File: src/rtl/wb_write_arbiter.sv
// Register-file write-port arbiter: never-stalled pipeline writeback has priority,
// long-latency results queue in a small FIFO and drain when the port is idle.
module wb_write_arbiter #(
    parameter int DEPTH = 2,
    parameter int AW    = 5,
    parameter int DW    = 32
) (
    input  logic              clk_i,
    input  logic              rst_i,
    input  logic              p_valid_i,
    input  logic [AW-1:0]     p_addr_i,
    input  logic [DW-1:0]     p_data_i,
    input  logic              l_valid_i,
    input  logic [AW-1:0]     l_addr_i,
    input  logic [DW-1:0]     l_data_i,
    output logic              l_ready_o,
    output logic              regwrite_o,
    output logic [AW-1:0]     writeaddr_o,
    output logic [DW-1:0]     writedata_o,
    output logic [2**AW-1:0]  pending_o
);

    localparam int PW = $clog2(DEPTH);
    localparam int CW = $clog2(DEPTH + 1);
    localparam logic [CW-1:0] DEPTH_C = CW'(DEPTH);

    logic [AW-1:0]    addr_q [DEPTH];
    logic [DW-1:0]    data_q [DEPTH];
    logic [DEPTH-1:0] vld_q, vld_d;
    logic [PW-1:0]    rd_ptr_q, rd_ptr_d, wr_ptr_q, wr_ptr_d;
    logic [CW-1:0]    count_q, count_d;
    logic             regwrite_q, regwrite_d;
    logic [AW-1:0]    waddr_q, waddr_d;
    logic [DW-1:0]    wdata_q, wdata_d;

    logic             push, pop, sel_vld;
    logic [AW-1:0]    sel_addr;
    logic [DW-1:0]    sel_data;
    logic [2**AW-1:0] pend;

    assign l_ready_o = (count_q < DEPTH_C) && !rst_i;
    assign push      = l_valid_i && l_ready_o;

    always_comb begin
        pop      = !p_valid_i && (count_q != '0);
        sel_vld  = 1'b0;
        sel_addr = p_addr_i;
        sel_data = p_data_i;
        if (p_valid_i) begin
            sel_vld = 1'b1;
        end else if (pop) begin
            // a killed head still pops, but selects nothing
            sel_vld  = vld_q[rd_ptr_q];
            sel_addr = addr_q[rd_ptr_q];
            sel_data = data_q[rd_ptr_q];
        end

        vld_d = vld_q;
        for (int unsigned i = 0; i < DEPTH; i++) begin
            if (p_valid_i && vld_q[i] && (addr_q[i] == p_addr_i)) vld_d[i] = 1'b0;
        end
        if (pop)  vld_d[rd_ptr_q] = 1'b0;
        // a same-cycle enqueue is younger than the pipeline write, so it survives
        if (push) vld_d[wr_ptr_q] = 1'b1;

        rd_ptr_d = pop  ? rd_ptr_q + PW'(1) : rd_ptr_q;
        wr_ptr_d = push ? wr_ptr_q + PW'(1) : wr_ptr_q;

        count_d = count_q;
        case ({push, pop})
            2'b10:   count_d = count_q + CW'(1);
            2'b01:   count_d = count_q - CW'(1);
            default: count_d = count_q;
        endcase

        regwrite_d = sel_vld && (sel_addr != '0);
        waddr_d    = regwrite_d ? sel_addr : waddr_q;
        wdata_d    = regwrite_d ? sel_data : wdata_q;
    end

    always_comb begin
        pend = '0;
        for (int unsigned i = 0; i < DEPTH; i++) begin
            if (vld_q[i]) pend[addr_q[i]] = 1'b1;
        end
        if (regwrite_q) pend[waddr_q] = 1'b1;
        pend[0] = 1'b0;
    end

    always_ff @(posedge clk_i or posedge rst_i) begin
        if (rst_i) begin
            for (int unsigned i = 0; i < DEPTH; i++) begin
                addr_q[i] <= '0;
                data_q[i] <= '0;
            end
            vld_q      <= '0;
            rd_ptr_q   <= '0;
            wr_ptr_q   <= '0;
            count_q    <= '0;
            regwrite_q <= 1'b0;
            waddr_q    <= '0;
            wdata_q    <= '0;
        end else begin
            if (push) begin
                addr_q[wr_ptr_q] <= l_addr_i;
                data_q[wr_ptr_q] <= l_data_i;
            end
            vld_q      <= vld_d;
            rd_ptr_q   <= rd_ptr_d;
            wr_ptr_q   <= wr_ptr_d;
            count_q    <= count_d;
            regwrite_q <= regwrite_d;
            waddr_q    <= waddr_d;
            wdata_q    <= wdata_d;
        end
    end

    assign regwrite_o  = regwrite_q;
    assign writeaddr_o = waddr_q;
    assign writedata_o = wdata_q;
    assign pending_o   = pend;

endmodule

File: config.mk
export PLATFORM = sky130hd
export DESIGN_NAME = wb_write_arbiter
export DESIGN_NICKNAME = d
export VERILOG_FILES = /design/src/rtl/wb_write_arbiter.sv
export SDC_FILE = /design/constraint.sdc
export NUM_CORES = 1
export LEC_CHECK = 0
export ABC_CLOCK_PERIOD_IN_PS = 5000
export CAP_MARGIN = 10
export CELL_PAD_IN_SITES_DETAIL_PLACEMENT = 1
export CELL_PAD_IN_SITES_GLOBAL_PLACEMENT = 2
export CORE_MARGIN = 1.5
export CORE_UTILIZATION = 31
export DETAILED_ROUTE_END_ITERATION = 16
export PLACE_DENSITY_LB_ADDON = 0.1
export REMOVE_ABC_BUFFERS = 1
export SLEW_MARGIN = 30
export SYNTH_ARGS = -nofsm -noshare
export SYNTH_HDL_FRONTEND = slang
export SYNTH_SLANG_ARGS = --single-unit
File: constraint.sdc
create_clock -name clk_i -period 5 [get_ports clk_i]
set_input_delay 1 -clock clk_i [delete_from_list [all_inputs] [get_ports clk_i]]
set_output_delay 1 -clock clk_i [all_outputs]
set_load 0.01 [all_outputs]
==> results of run 1 <==
## layout by cell type, fill, tap and decap left out, types with 2 or more instances in the layout
cell type,synthesis,layout
inv_2,3,3
nor2_1,52,51
xnor2_1,6,6
nor3b_1,7,6
clkbuf_16,0,17
nor3_1,9,9
mux2i_1,72,72
and3b_1,4,4
a22oi_1,28,28
bufinv_16,0,4
and3_1,7,6
clkbuf_8,0,2
clkdlybuf4s50_1,0,147
a222oi_1,3,3
nand2_1,66,66
inv_1,38,37
clkinvlp_4,0,2
a21oi_1,36,36
buf_4,3,5
dfrtp_1,118,117
nor4_1,4,4
mux2_1,75,75
clkinv_4,0,6
a211oi_1,2,2
xor2_1,9,9
inv_6,0,2
## final cells by class
type | count | area share
sequential | 118 | 0.343
multi-input combinational | 398 | 0.345
clock inverter | 13 | 0.0228
clock buffer | 19 | 0.0526
tap | 265 | 0.0385
inverter | 42 | 0.0205
timing repair buffer | 153 | 0.178
## synthesized netlist by cell type, types with 2 or more instances
| cell | count |
|---|---|
| a211oi_1 | 2 |
| a21oi_1 | 36 |
| a222oi_1 | 3 |
| a22oi_1 | 28 |
| and3_1 | 7 |
| and3b_1 | 4 |
| buf_12 | 3 |
| buf_2 | 14 |
| buf_4 | 3 |
| clkbuf_1 | 21 |
| dfrtp_1 | 118 |
| inv_1 | 38 |
| inv_2 | 3 |
| mux2_1 | 75 |
| mux2i_1 | 72 |
| nand2_1 | 66 |
| nor2_1 | 52 |
| nor3_1 | 9 |
| nor3b_1 | 7 |
| nor4_1 | 4 |
| xnor2_1 | 6 |
| xor2_1 | 9 |
## per-layer routing
metal	up-vias	track usage	share of wire
met5	-	0	0
met4	0	0.0602	0.013
met1	2543	0.216	0.44
met3	21	0.0467	0.053
li1	2313	-	-
met2	131	0.317	0.50
## kinds of logic (layout without fill, tap and decap cells)
| logic type | Yosys count | count (layout) |
|---|---|---|
| adders and majority gates | 1 | 1 |
| AOI/OAI and AO/OA | 77 | 77 |
| muxes | 148 | 148 |
| DFF | 118 | 118 |
| and+or+nand+nor | 156 | 156 |
| xor gates and xnor gates | 15 | 15 |
| other | 1 | 1 |
| buffers and inverters | 84 | 227 |
## worst max-delay path, stage by stage, from the launching register on
cell	delay, ns
dfrtp_1	0.53
nand2_1	0.08
nor2_1	0.56
a222oi_1	0.28
inv_1	0.10
clkdlybuf4s50_1	0.53
## through the flow
stage | power (W) | std cells | hold WS, ns
CTS | 0.00545 | 1008 | 0.489
floorplan | 0.00311 | 558 | 0.457
finish | 0.00538 | 1008 | 0.485
detailed placement | 0.00409 | 976 | 0.475
global placement | 0.00399 | 976 | 0.466
global route | 0.00573 | 1008 | 0.493
## registers in the layout, summed over array words and instances (netlist names)
signal and cells:
addr_q 10, regwrite_o 1, wr_ptr_q 1, vld_q 2
writeaddr_o 5, data_q 64, rd_ptr_q 1, writedata_o 32
count_q 2
## power groups by stage
stage	clock (W)	sequential (W)	combinational, W
2_1_floorplan	0	0.00186	0.00124
6_report	0.00133	0.00186	0.00219
3_3_place_gp	0	0.00185	0.00214
3_5_place_dp	0	0.00187	0.00221
5_1_grt	0.00140	0.00194	0.00239
4_1_cts	0.00136	0.00187	0.00222
## worst max-delay path by stage
stage	start	endpoint	depth (start not counted)
4_1_cts	addr_q[6]	pending_o[10]	5
3_3_place_gp	p_valid_i	writedata_o[10]	6
2_1_floorplan	count_q[0]	writeaddr_o[0]	4
3_5_place_dp	p_valid_i	writedata_o[8]	6
6_report	addr_q[6]	pending_o[10]	5
5_1_grt	addr_q[6]	pending_o[18]	5
==> metrics.yaml, run 1 <==
setup_viol: 0
required_ns: 4.00
synth_compound_area_frac: 0.0818
clkSinkCount: 118
fp.dieH_um: 146
postRouteAntennaNets: 0
num_antenna_cells: 0
cp-end-kind: "output pin"
grt_antenna_before_repair: 1
dp_slack_ns: 1.39
port_buffers: 147
timing.rr.start: "addr_q[4]"
gp_congestion: 0.828
maxCapViolations: 0
wl_mm: 18.7
slew_viol_final: 0
ir_drop_v: 0.000251
p_comb_frac: 0.407
grt_max_degree: 76
rr_endpoint: "writedata_o[8]"
synth_xor_area_frac: 0.0208
synth-seq-cells: 118
rsz0062_at_grt: "no"
critical_path.max_fanout: 9
drtIter0Drc: 142
num-fill-cells: 2154
wl_per_cell_um: 18.5
synth_area_leaders: "dfrtp_1 (47%), mux2_1 (13%), mux2i_1 (11%), nand2_1 (3.9%), a22oi_1 (3.3%)"
synth_top_area_share: 0.469
via_per_inst: 4.97
grt_pass1_vias: 5661
synth_fa_ha_area_frac: 0.00199
ys_warn_count: 0
path_class: "flop to output pin"
max-slew-margin-rel: 0.357
outcome: "complete, no violations"
min_period_ns: 3.50
hpwl_mm: 13.0
tightestPinTransition_ns: 0.962
holdBufCountCts: 0
grt-ovfl-total: 0
syn2layout_area_growth_pct: 36.6
synth_top_family_by_area: "multiplexers"
power.share.switching: 0.367
start_util: 0.320
async_flop_share: 1.00
yosys.area_share.simple: 0.110
hold_class: "flop to flop"
fin_worst_skew_ns: 0.0110
io_pins: 149
multiInputGateArea_mm2: 0.00297
cts_made_buffers: 17
synth_edf_count: 0
power_frac_seq: 0.346
dieArea_mm2: 0.0212
cts_tree: "yes"
leakage_nw: 3.89
synth_seq_area_share: 0.469
internal-power_w: 0.00341
fin_ws_ns: 1.50
yosysTopAreaCell: "dfrtp_1"
tns_ns: 0
fin_nets: 809
min_path_cells: 1
seq_area_mm2: 0.00295
synthCells: 600
drive_above_1_share: 0.0740
reg2reg_depth: 5
hold_viol: 0
grt_pass1_wl_mm: 30.2
post_cts_resized: 0
cts_root_buf: "clkbuf_16"
min_to: "data_q[55]"
min_from: "data_q[55]"
num_vias: 5008
core-area_mm2: 0.0197
power.share.clock: 0.247
drc: 0
htree_levels: 4
cts_buffer_depth: 2
fin_crit_sh: 0.699
worstSkewPairLatency_ns: 0.41
clk_pin_slew_worst_paths_ns: 0.06
power_density_mw_per_mm2: 625
dr.pass1.iters: 5
start_kind: "flop"
syn_area_mm2: 0.00630
post_dp_cell_area_mm2: 0.00796
die_w_um: 146
avgSynthCellArea_um2: 10.5
fmax_mhz: 286
grtUsageTotal: 0.181
synthMuxAreaShare: 0.250
post_cts_buffers: 0
rrSetupSlack_ns: 2.24
critical_path_arrival_ns: 2.50
rows: 51
final_area_mm2: 0.00861
switchingPower_w: 0.00197
ys_types: 42
synth_top_flop_cell: "dfrtp_1"
fin_util: 0.437
Note: power is estimated with default switching activity, not from simulation.
==> inputs of run 2 (changes only) <==
--- a/config.mk
+++ b/config.mk
@@ -5,7 +5,7 @@
 export SDC_FILE = /design/constraint.sdc
 export NUM_CORES = 1
 export LEC_CHECK = 0
-export ABC_CLOCK_PERIOD_IN_PS = 5000
+export ABC_CLOCK_PERIOD_IN_PS = 3500
 export CAP_MARGIN = 10
 export CELL_PAD_IN_SITES_DETAIL_PLACEMENT = 1
 export CELL_PAD_IN_SITES_GLOBAL_PLACEMENT = 2
==> constraint.sdc (replaced) <==
create_clock -name clk_i -period 3.5 [get_ports clk_i]
set_input_delay 0.7 -clock clk_i [delete_from_list [all_inputs] [get_ports clk_i]]
set_output_delay 0.7 -clock clk_i [all_outputs]
set_load 0.01 [all_outputs]
==> metrics.yaml, run 2 (same netlist as run 1, synthesis figures left out) <==
outcome: "complete, no violations"
fin_nets: 813  # +0.49%
dr.pass1.iters: 4  # -1
drive_above_1_share: 0.0750  # +0.000942
hold_viol: 0  # unchanged
slew_viol_final: 0  # unchanged
wl_mm: 18.5  # -1.0%
grt_pass1_vias: 5611  # -0.88%
num_vias: 4932  # -1.5%
gp_congestion: 0.801  # -3.3%
drc: 0  # unchanged
tightestPinTransition_ns: 0.822  # -0.140 ns
cp-end-kind: "output pin"
post_cts_resized: 0  # unchanged
hold_ws_ns: 0.483  # -0.00191 ns
grt_max_degree: 53  # -30%
rsz0062_at_grt: "no"
setup_viol: 0  # unchanged
clkSinkCount: 118  # unchanged
clk_pin_slew_worst_paths_ns: 0.05  # about the same
grt_pass1_wl_mm: 30.3  # +0.34%
critical_path_arrival_ns: 2.50  # about the same
grt_antenna_before_repair: 0  # -1
min_path_cells: 1  # unchanged
fp.dieH_um: 146  # unchanged
path_class: "flop to output pin"
stdcell_count: 1012  # +0.40%
dp_slack_ns: 0.539  # -0.856 ns
max-slew-margin-rel: 0.450  # +0.0936
cts_tree: "yes"
power_density_mw_per_mm2: 865  # +39%
num_antenna_cells: 0  # unchanged
num-fill-cells: 2126  # -1.3%
port_buffers: 147  # unchanged
critical_path.max_fanout: 9  # unchanged
holdBufCountCts: 0  # unchanged
use_met1: 0.223  # +0.00694
postRouteAntennaNets: 0  # unchanged
hpwl_mm: 13.1  # +1.1%
reg2reg_depth: 5  # unchanged
rows: 51  # unchanged
dieArea_mm2: 0.0212  # unchanged
min_period_ns: 3.20
final_common_cell: "clkdlybuf4s50_1"
maxCapViolations: 0  # unchanged
power_w: 0.00740  # +38%
fin_worst_skew_ns: 0.0135  # +0.00251 ns
fin_crit_sh: 0.915
fin_ws_ns: 0.298  # -1.21 ns
ir_drop_v: 0.000358  # +43%
cts_root_buf: "clkbuf_16"
cts_buffer_depth: 2  # unchanged
use_met2: 0.315  # -0.00167
wl_per_cell_um: 18.3  # -1.4%
drtIter0Drc: 219  # +54%
worstSkewPairLatency_ns: 0.42  # about the same
largest-register: "data_q"
grtUsageTotal: 0.183  # +0.00137
start_util: 0.320  # unchanged
grt.busiest_layer: "met2"
grt-ovfl-total: 0  # unchanged
placed_cells: 980  # +0.41%
io_pins: 149  # unchanged
core-area_mm2: 0.0197  # unchanged
via_per_inst: 4.87  # -1.9%
use_met3: 0.0448  # -0.00188
largest_reg_flops: 64  # unchanged
final_cell_mix: "clkdlybuf4s50_1 (147), dfrtp_1 (117), mux2_1 (75), mux2i_1 (72), nand2_1 (66)"
hold_class: "flop to flop"
htree_levels: 4  # unchanged
leakage_nw: 3.87  # -0.63%
fin_util: 0.434  # -0.00273
required_ns: 2.80  # -1.20 ns
cts_made_buffers: 17  # unchanged
fmax_mhz: 312
syn2layout_area_growth_pct: 35.7
start_kind: "flop"
post_cts_buffers: 0  # unchanged
die_w_um: 146  # unchanged
[run 2: final timing paths]
path,to,from,slack (ns)
worst max-delay path,pending_o[10],addr_q[6],0.30
worst max register to register,writedata_o[1],count_q[0],1.26
worst min register to register,data_q[46],data_q[46],0.48
worst min-delay path,data_q[46],data_q[46],0.48
max in group asynchronous,rd_ptr_q,rst_i,2.04
min in group asynchronous,count_q[0],rst_i,0.78
[run 2: power by group]
part           leakage (nW)  switching [W]  internal (W)
sequential             1.42       0.000616       0.00206
combinational          2.19        0.00152       0.00158
clock                 0.258       0.000641      0.000991
[run 2: worst max-delay path, stage by stage (launching register included)]
cell             delay, ns
dfrtp_1               0.52
nand2_1               0.09
nor2_1                0.57
a222oi_1              0.26
inv_1                 0.10
clkdlybuf4s50_1       0.54
[run 2: routing by layer]
metal,vias up,wire [µm]
met5,-,0
met3,20,883
met4,0,228
met1,2459,8100
li1,2318,-
met2,135,9290
[run 2: layout make-up]
type / count / area [µm²] / share of cell area
Clock buffer: 20 / 447 / 0.0522
Inverter: 42 / 174 / 0.0203
Multi-Input combinational cell: 398 / 2960 / 0.346
Timing Repair Buffer: 157 / 1580 / 0.185
Sequential cell: 118 / 2950 / 0.345
Clock inverter: 12 / 105 / 0.0123
Tap cell: 265 / 332 / 0.0388
[run 2: through the flow]
stage	area [µm²]	TNS, ns
3_3_place_gp	8000	0
3_5_place_dp	8000	0
6_report	8550	0
2_1_floorplan	6060	-89.90
4_1_cts	8550	0
5_1_grt	8550	0
==> inputs of run 3 (changes only) <==
==> constraint.sdc (replaced) <==
create_clock -name clk_i -period 3.5 [get_ports clk_i]
set_input_delay 0.7 -clock clk_i [delete_from_list [all_inputs] [get_ports clk_i]]
set_output_delay 0.7 -clock clk_i [all_outputs]
set_load 0.005 [all_outputs]
==> metrics.yaml, run 3 (same netlist as run 1, synthesis figures left out) <==
path_common_cell: "nand2_1"
cts_root_buf: "clkbuf_16"
tns_ns: 0  # unchanged
min_period_ns: 3.14  # -0.0588 ns
startpoint: "addr_q[6]"
start_kind: "flop"
fmax_mhz: 318  # +1.9%
wl_mm: 18.4  # -0.77%
power_frac_seq: 0.360  # about the same
clk_pin_slew_worst_paths_ns: 0.06  # about the same
drtIter0Drc: 153  # -30%
switchingPower_w: 0.00268  # -3.4%
final_cell_mix: "clkdlybuf4s50_1 (147), dfrtp_1 (117), mux2_1 (75), mux2i_1 (72), nand2_1 (66)"
hold_class: "flop to flop"
placed_cells: 979  # -0.10%
largest-register: "data_q"
fin_util: 0.437  # +0.00267
critical_path_arrival_ns: 2.44  # -0.06 ns
path_class: "flop to output pin"
num_antenna_cells: 0  # unchanged
drive_above_1_share: 0.0764  # +0.00144
postRouteAntennaNets: 0  # unchanged
port_buffers: 147  # unchanged
gp_congestion: 0.789  # -1.5%
grt_pass1_wl_mm: 30.2  # -0.45%
htree_levels: 4  # unchanged
min_from: "data_q[44]"
hold_viol: 0  # unchanged
num_vias: 4969  # +0.75%
p_comb_frac: 0.398  # -0.020
largest_reg_flops: 64  # unchanged
grt-ovfl-total: 0  # unchanged
wl_per_cell_um: 18.2  # -0.67%
crit_family: "simple AND/OR/NAND/NOR gates"
rows: 51  # unchanged
max-slew-margin-rel: 0.439  # -0.0113
cts_tree: "yes"
stdcell_count: 1011  # -0.099%
io_pins: 149  # unchanged
post_dp_cell_area_mm2: 0.00800  # about the same
timing.rr.start: "addr_q[4]"
power.share.clock: 0.241  # +0.021
fin_nets: 812  # -0.12%
fin_worst_skew_ns: 0.0114  # -0.00206 ns
clkSinkCount: 118  # unchanged
slew_viol_final: 0  # unchanged
cts_buffer_depth: 2  # unchanged
start_util: 0.320  # unchanged
holdBufCountCts: 0  # unchanged
cts_made_buffers: 17  # unchanged
power.share.switching: 0.360  # -0.0150
worstPathCellList: "nand2_1 -> nor2_1 -> a22oi_1 -> nand2_1 -> clkdlybuf4s50_1"
fp.dieH_um: 146  # unchanged
max_stage_delay_ns: 0.54  # -0.03 ns
fin_crit_sh: 0.898  # -0.0168
dr.pass1.iters: 7  # +3
worstSkewPairLatency_ns: 0.42  # about the same
final_common_cell: "clkdlybuf4s50_1"
crit_buf_inv: 1  # -1
grtUsageTotal: 0.181  # -0.00123
grt_antenna_before_repair: 0  # unchanged
dieArea_mm2: 0.0212  # unchanged
final_area_mm2: 0.00861  # +0.61%
ir_drop_v: 0.000346  # -3.5%
drc: 0  # unchanged
num-fill-cells: 2135  # +0.42%
via_per_inst: 4.91  # +0.85%
post_cts_buffers: 0  # unchanged
core-area_mm2: 0.0197  # unchanged
leakage_nw: 3.90  # +0.89%
dp_slack_ns: 0.746  # +0.207 ns
cp_slowest_cell: "nor2_1"
outcome: "complete, no violations"
syn2layout_area_growth_pct: 36.6
tightestPinTransition_ns: 0.838  # +0.0169 ns
required_ns: 2.80  # about the same
grt_max_degree: 76  # +43%
grt_pass1_vias: 5649  # +0.68%
die_w_um: 146  # unchanged
post_cts_resized: 0  # unchanged
fin_ws_ns: 0.356  # +0.0588 ns
rrSetupSlack_ns: 1.29  # +0.03 ns
power_density_mw_per_mm2: 866  # about the same
maxCapViolations: 0  # unchanged
cp-end-kind: "output pin"
hpwl_mm: 12.8  # -2.1%
rsz0062_at_grt: "no"
critical_path.max_fanout: 9  # unchanged
internal-power_w: 0.00477  # +3.1%
setup_viol: 0  # unchanged
[run 3: changes by cell type in the layout (fill, tap and decap cells not counted), sizes merged]
| cell | delta |
|---|---|
| buf | -1 |
| bufinv | +2 |
| clkbuf | -2 |
| clkinv | +1 |
| clkinvlp | -3 |
| inv | +2 |
[run 3: path summary, 6_finish.rpt]
check / to / cells past startpoint
setup / recovery: pending_o[18] / 5
hold / removal: data_q[44] / 1
setup reg to reg: writedata_o[27] / 5
hold reg to reg: data_q[44] / 1
max in group asynchronous: data_q[7] / 3
min in group asynchronous: data_q[56] / 2
[run 3: worst reg2reg max path: stages, from the launching register on]
cell      delay (ns)
dfrtp_1         0.66
nor3_1          0.19
a32o_2          0.33
a211oi_4        0.25
buf_4           0.44
mux2i_1         0.27
[run 3: per-layer routing]
| metal | global-route usage | up-vias | wire (µm) |
|---|---|---|---|
| met3 | 0.0439 | 20 | 965 |
| met5 | 0 | - | 0 |
| met2 | 0.319 | 129 | 9460 |
| met4 | 0.0745 | 0 | 290 |
| met1 | 0.211 | 2500 | 7650 |
| li1 | - | 2320 | - |
[run 3: metrics by stage]
step,hold WS (ns),total power (W)
after global routing,0.498,0.00801
after CTS,0.487,0.00758
after global placement,0.466,0.00558
after floorplan,0.457,0.00432
final,0.483,0.00745
after detailed placement,0.474,0.00573
[run 3: area by class of cell]
class                   instances  area (µm²)  share of cell area
multi-input cells             398        2960               0.344
clock buffers                  18         439              0.0510
inverters                      42         174              0.0202
well taps                     265         332              0.0385
flip-flops and latches        118        2950               0.343
repair buffers                156        1580               0.183
clock inverters                14         173              0.0201
[run 3: power by group through the flow]
stage	clock network, W	registers (W)	logic [W]
after CTS	0.00185	0.00270	0.00304
after detailed placement	0	0.00271	0.00302
after floorplan	0	0.00258	0.00175
after global placement	0	0.00266	0.00292
after global routing	0.00192	0.00280	0.00329
final	0.00180	0.00269	0.00297
